==> src/rtl/bus_initiator.sv <==
// bus_initiator: converts a valid/ready request into a single peripheral
// access (cs/read/write strobes), waits out target stalls, collects read
// data one cycle after the access, and returns a one-cycle response pulse.
//
// Parameters:
//   STALL_LIMIT  stalled ACCESS cycles tolerated before a timeout abort
//                (only meaningful when STALL_TIMEOUT_EN is defined; >= 1)
// Build option:
//   `define STALL_TIMEOUT_EN  enables the stall timeout counter; when it is
//                             not defined the initiator waits forever on stall
// Ports:
//   clk, reset                      clock, async active-high reset
//   req_valid_i / req_ready_o       request handshake (ready only in IDLE)
//   req_write_i, req_addr_i,
//   req_size_i, req_mode_i,
//   req_wdata_i                     request payload, latched at handshake
//   rsp_valid_o, rsp_rdata_o,
//   rsp_abort_o                     registered response (abort 0 = success)
//   cs_o, read_o, write_o           peripheral select and direction strobes
//   address_o, mode_o, size_o,
//   data_o                          latched access attributes / write data
//   stall_i, abort_v_i, data_i      target stall, abort code, read data
module bus_initiator #(
  parameter int unsigned STALL_LIMIT = 255
) (
  input  logic        clk,
  input  logic        reset,
  input  logic        req_valid_i,
  output logic        req_ready_o,
  input  logic        req_write_i,
  input  logic [31:0] req_addr_i,
  input  logic [1:0]  req_size_i,
  input  logic [1:0]  req_mode_i,
  input  logic [31:0] req_wdata_i,
  output logic        rsp_valid_o,
  output logic [31:0] rsp_rdata_o,
  output logic [2:0]  rsp_abort_o,
  output logic        cs_o,
  output logic        read_o,
  output logic        write_o,
  output logic [31:0] address_o,
  output logic [1:0]  mode_o,
  output logic [1:0]  size_o,
  output logic [31:0] data_o,
  input  logic        stall_i,
  input  logic [2:0]  abort_v_i,
  input  logic [31:0] data_i
);

  localparam int unsigned AddrW  = 32;
  localparam int unsigned DataW  = 32;
  localparam int unsigned AbortW = 3;

  // A zero limit would time out before the first access could complete.
  if (STALL_LIMIT == 0) begin : g_limit_chk
    $error("bus_initiator: STALL_LIMIT must be at least 1");
  end

  typedef enum logic [1:0] {
    IDLE   = 2'd0,
    ACCESS = 2'd1,
    RDATA  = 2'd2
  } state_e;

  state_e              state_q, state_d;
  logic                wr_lat_q, wr_lat_d;
  logic [AddrW-1:0]    addr_q, addr_d;
  logic [1:0]          size_q, size_d;
  logic [1:0]          mode_q, mode_d;
  logic [DataW-1:0]    wdata_q, wdata_d;
  logic                ready_q, ready_d;
  logic                cs_q, cs_d;
  logic                rd_q, rd_d;
  logic                wr_q, wr_d;
  logic                rsp_valid_q, rsp_valid_d;
  logic [DataW-1:0]    rsp_rdata_q, rsp_rdata_d;
  logic [AbortW-1:0]   rsp_abort_q, rsp_abort_d;

`ifdef STALL_TIMEOUT_EN
  // Counter only needs to reach STALL_LIMIT-1; the limit itself triggers exit.
  localparam int unsigned CntW = (STALL_LIMIT < 2) ? 1 : $clog2(STALL_LIMIT);
  logic [CntW-1:0] stall_cnt_q, stall_cnt_d;
`endif

  // Next-state, payload latch and response generation.
  always_comb begin
    state_d     = state_q;
    wr_lat_d    = wr_lat_q;
    addr_d      = addr_q;
    size_d      = size_q;
    mode_d      = mode_q;
    wdata_d     = wdata_q;
    rsp_valid_d = 1'b0;
    rsp_rdata_d = rsp_rdata_q;
    rsp_abort_d = rsp_abort_q;
`ifdef STALL_TIMEOUT_EN
    stall_cnt_d = stall_cnt_q;
`endif

    unique case (state_q)
      IDLE: begin
        if (req_valid_i) begin
          state_d  = ACCESS;
          wr_lat_d = req_write_i;
          addr_d   = req_addr_i;
          size_d   = req_size_i;
          mode_d   = req_mode_i;
          wdata_d  = req_wdata_i;
`ifdef STALL_TIMEOUT_EN
          stall_cnt_d = '0;
`endif
        end
      end
      ACCESS: begin
        if (stall_i) begin
`ifdef STALL_TIMEOUT_EN
          if (stall_cnt_q == CntW'(STALL_LIMIT - 1)) begin
            state_d     = IDLE;
            rsp_valid_d = 1'b1;
            rsp_abort_d = 3'b111;
            rsp_rdata_d = '0;
          end else begin
            stall_cnt_d = stall_cnt_q + CntW'(1);
          end
`endif
        end else if (abort_v_i != '0) begin
          state_d     = IDLE;
          rsp_valid_d = 1'b1;
          rsp_abort_d = abort_v_i;
          rsp_rdata_d = '0;
        end else if (wr_lat_q) begin
          state_d     = IDLE;
          rsp_valid_d = 1'b1;
          rsp_abort_d = '0;
          rsp_rdata_d = '0;
        end else begin
          state_d = RDATA;
        end
      end
      RDATA: begin
        // Target presents registered read data in the cycle after the access.
        state_d     = IDLE;
        rsp_valid_d = 1'b1;
        rsp_abort_d = '0;
        rsp_rdata_d = data_i;
      end
      default: state_d = IDLE;
    endcase

    // Strobes are registered copies of the upcoming state so they are glitch-free.
    ready_d = (state_d == IDLE);
    cs_d    = (state_d == ACCESS);
    rd_d    = cs_d && !wr_lat_d;
    wr_d    = cs_d && wr_lat_d;
  end

  // State and output registers.
  always_ff @(posedge clk or posedge reset) begin
    if (reset) begin
      state_q     <= IDLE;
      wr_lat_q    <= 1'b0;
      addr_q      <= '0;
      size_q      <= '0;
      mode_q      <= '0;
      wdata_q     <= '0;
      ready_q     <= 1'b1;
      cs_q        <= 1'b0;
      rd_q        <= 1'b0;
      wr_q        <= 1'b0;
      rsp_valid_q <= 1'b0;
      rsp_rdata_q <= '0;
      rsp_abort_q <= '0;
`ifdef STALL_TIMEOUT_EN
      stall_cnt_q <= '0;
`endif
    end else begin
      state_q     <= state_d;
      wr_lat_q    <= wr_lat_d;
      addr_q      <= addr_d;
      size_q      <= size_d;
      mode_q      <= mode_d;
      wdata_q     <= wdata_d;
      ready_q     <= ready_d;
      cs_q        <= cs_d;
      rd_q        <= rd_d;
      wr_q        <= wr_d;
      rsp_valid_q <= rsp_valid_d;
      rsp_rdata_q <= rsp_rdata_d;
      rsp_abort_q <= rsp_abort_d;
`ifdef STALL_TIMEOUT_EN
      stall_cnt_q <= stall_cnt_d;
`endif
    end
  end

  assign req_ready_o = ready_q;
  assign cs_o        = cs_q;
  assign read_o      = rd_q;
  assign write_o     = wr_q;
  assign address_o   = addr_q;
  assign mode_o      = mode_q;
  assign size_o      = size_q;
  assign data_o      = wdata_q;
  assign rsp_valid_o = rsp_valid_q;
  assign rsp_rdata_o = rsp_rdata_q;
  assign rsp_abort_o = rsp_abort_q;

endmodule
==> config.mk <==
export PLATFORM = sky130hd
export DESIGN_NAME = bus_initiator
export DESIGN_NICKNAME = d
export VERILOG_FILES = /design/src/rtl/bus_initiator.sv
export SDC_FILE = /design/constraint.sdc
export NUM_CORES = 1
export LEC_CHECK = 0
export CAP_MARGIN = 40
export CORE_ASPECT_RATIO = 0.6
export CORE_UTILIZATION = 41
export CTS_CLUSTER_SIZE = 25
export DETAILED_ROUTE_END_ITERATION = 10
export HOLD_SLACK_MARGIN = 0.08
export PLACE_DENSITY = 0.83
export SYNTH_ARGS = -nofsm -noshare
export SYNTH_HDL_FRONTEND = slang
export SYNTH_SLANG_ARGS = --single-unit
==> constraint.sdc <==
create_clock -name clk -period 4.49 [get_ports clk]
set_clock_uncertainty 0.05 [all_clocks]
set_input_delay 0.6735 -clock clk [delete_from_list [all_inputs] [get_ports clk]]
set_output_delay 0.6735 -clock clk [all_outputs]
set_load 0.01 [all_outputs]
==> flow_metrics.py <==
metrics = {
    "global_route": {
        "antenna_found_initial": 0,
        "grt_overflow": 0,
        "grt_pass1_vias": 3494,
        "grt_max_degree": 60,
        "grt_util_all_layers": 0.204,
        "grt_pass1_wl_mm": 18.5,
    },
    "cts": {
        "cts_hold_buf": 0,
        "cts_buffers": 9,
        "cts_buffer_depth": 2,
        "cts_tree": "yes",
        "cts_root_buf": "clkbuf_16",
        "post_cts_resize_count": 0,
        "clk_latency_ns": 0.34,
        "clkTransAtPathRegs_ns": 0.07,
        "clock_sinks": 111,
        "htree_levels": 3,
        "cts_setup_buffers": 0,
    },
    "yosys": {
        "ys_seq_area_frac": 0.610,
        "avgSynthCellArea_um2": 14.6,
        "synth_seq_cells": 111,
        "syn_inst": 311,
        "yosysWarnings": 0,
        "synth_nets": 422,
        "synth_cell_types": 29,
        "synth_area_mm2": 0.00455,
    },
    "placement": {
        "io_buffers": 215,
        "gp_congestion": 0.739,
        "post-place-ws_ns": 1.58,
        "dpl-instance-area_mm2": 0.00684,
        "dp_hpwl_mm": 8.37,
    },
    "cells_and_area": {
        "fin_area_mm2": 0.00712,
        "antenna_cells": 0,
        "drive_gt1_frac": 0.197,
        "multi_input_area_mm2": 0.00163,
        "area_growth_pct": 56.3,
        "seq_area_mm2": 0.00278,
        "nets": 630,
        "n_fill_cell": 808,
    },
    "detailed_routing": {
        "ant_nets": 0,
        "avgViaCountPerCell": 5.16,
        "drc": 0,
        "vias": 3422,
        "wl_mm": 11.6,
        "wl_per_cell_um": 17.4,
        "dr.pass1.iters": 4,
        "drt_iter0_markers": 98,
    },
    "timing": {
        "finalWorstSetupSlack_ns": 1.91,
        "maxSlewViolCount": 0,
        "worst-slew-pin-transition_ns": 0.942,
        "rsz0062_at_grt": "false",
        "min_period_ns": 2.58,
        "holdWs_ns": 0.459,
        "slew-limit-headroom": 0.367,
        "max_clock_freq_mhz": 388,
        "hold_viol": 0,
        "setup_viol": 0,
        "period_share": 0.574,
        "tns_ns": 0,
    },
    "worst_setup_path": {
        "critical_path_arrival_ns": 2.73,
        "crit_path_end_kind": "flop",
        "crit_chain": "clkdlybuf4s50_1 -> nor4_4 -> buf_4 -> and3b_1 -> nor4b_1",
        "cp-start-kind": "input port",
        "crit_required_ns": 4.65,
        "crit_family": "simple AND/OR/NAND/NOR gates",
        "critical_path_class": "input port to flop",
        "crit_buf_inv": 2,
        "max_stage_delay_ns": 0.86,
        "critPathMaxFanout": 19,
        "slowest_stage": "nor4_4",
    },
    "floorplanning": {
        "num_io_pins": 216,
        "die_x_um": 138,
        "initial_core_util": 0.427,
        "coreArea_mm2": 0.0107,
        "die-area_mm2": 0.0115,
        "die_h_um": 83.6,
        "num_rows": 29,
    },
    "flow_run": {
        "drv_cap": 0,
    },
    "worst_hold_path": {
        "min_path_type": "flop to flop",
    },
    "power": {
        "powerDensity_mw_per_mm2": 599,
        "vdd_ir_drop_max_v": 0.000369,
        "p_leak_nw": 3.19,
    },
    "outcome": {
        "status": "finished, final reports clean",
    },
}
==> layout make-up <==
cell class | instances | area share
tap | 139 | 0.0244
inverter | 7 | 0.00404
timing repair buffer | 223 | 0.313
multi-input combinational | 167 | 0.229
clock inverter | 5 | 0.00580
sequential | 111 | 0.390
clock buffer | 11 | 0.0341
==> report_power, final <==
group	switching, mW	internal [mW]	total (mW)
clock network	0.358	0.396	0.754
logic	0.729	1.16	1.89
registers	0.215	1.41	1.62
==> worst paths after layout <==
| path | slack [ns] | depth (start not counted) | start | end |
|---|---|---|---|---|
| min in group asynchronous | 0.74 | 2 | reset | rsp_rdata_o[30] |
| max in group asynchronous | 2.80 | 3 | reset | address_o[8] |
| worst max register to register | 2.17 | 5 | state_q[0] | data_o[10] |
| worst max-delay path | 1.91 | 5 | abort_v_i[0] | write_o |
| worst min-delay path | 0.46 | 1 | address_o[23] | address_o[23] |
| worst min register to register | 0.46 | 1 | address_o[23] | address_o[23] |
==> cells in the mapped netlist <==
cell       count  share of area
a31o_1        27          0.052
or2_2          2         0.0027
nor4_4         1         0.0047
and2_1         1         0.0014
a21o_1         1         0.0016
dfrtp_1      110           0.60
a21oi_1        3         0.0033
nand2b_1       3         0.0041
nor3b_1        1         0.0016
a31o_2         5         0.0096
inv_1          7         0.0058
clkbuf_1      10         0.0082
buf_2         14          0.015
ha_1           3         0.0082
nor4b_1        1         0.0019
and3b_1        1         0.0019
o22ai_1        3         0.0041
and3_1         1         0.0014
buf_4          2         0.0033
o21ai_2        1         0.0019
o21a_1         4         0.0066
o211a_1       32          0.070
nor2_1         1        0.00082
a2111oi_0      1         0.0019
dfstp_2        1         0.0058
nand3b_1       3         0.0049
mux2_2        68           0.17
nand2_1        2         0.0016
nor3_1         2         0.0022
==> metrics by stage <==
stage / total power [mW] / instances / utilization
5_1_grt: 4.50 / 663 / 0.667
4_1_cts: 4.32 / 663 / 0.667
3_5_place_dp: 3.55 / 647 / 0.641
2_1_floorplan: 2.47 / 311 / -
6_report: 4.26 / 663 / 0.667
3_3_place_gp: 3.48 / 645 / 0.638
==> cells by family (layout without fill, tap and decap cells) <==
family,after synthesis,in the layout,share of synthesized area
AOI/OAI and AO/OA,77,77,0.151
buffers and inverters,33,246,0.0327
adders and majority gates,3,3,0.00824
and+or+nand+nor,19,19,0.0294
DFF,111,111,0.610
muxes,68,68,0.168
==> flip-flops by register name, summed over array words and instances, names as in the netlist <==
signal,count
address_o,32
cs_o,1
data_o,32
mode_o,2
read_o,1
req_ready_o,1
rsp_abort_o,3
rsp_rdata_o,32
rsp_valid_o,1
size_o,2
state_q,2
wr_lat_q,1
write_o,1
==> worst reg2reg max path: stages (launching register included) <==
cell     delay, ns
dfrtp_1       0.40
inv_1         0.09
ha_1          0.24
and2_2        0.33
buf_4         0.64
mux2_2        0.46
==> metal layers <==
layer | track usage | part of all wire
met1 | 0.259 | 0.43
met2 | 0.332 | 0.48
met3 | 0.0711 | 0.076
met4 | 0.0549 | 0.012
met5 | 0 | 0
==> cells in the final DEF (no fill, tap or decap), types with 2 or more instances in the layout <==
master / Yosys / final
a31o_2: 5 / 5
o22ai_1: 3 / 3
nand2_1: 2 / 2
dfrtp_1: 110 / 110
clkdlybuf4s50_1: 0 / 215
o21a_1: 4 / 4
or2_2: 2 / 2
clkinvlp_4: 0 / 2
a31o_1: 27 / 27
buf_8: 0 / 2
inv_1: 7 / 6
nor3_1: 2 / 2
buf_4: 2 / 6
clkbuf_16: 0 / 9
nand3b_1: 3 / 3
mux2_2: 68 / 68
clkinv_4: 0 / 2
nand2b_1: 3 / 3
o211a_1: 32 / 32
ha_1: 3 / 3
a21oi_1: 3 / 3
No activity file was read; power rests on OpenSTA's default activity.
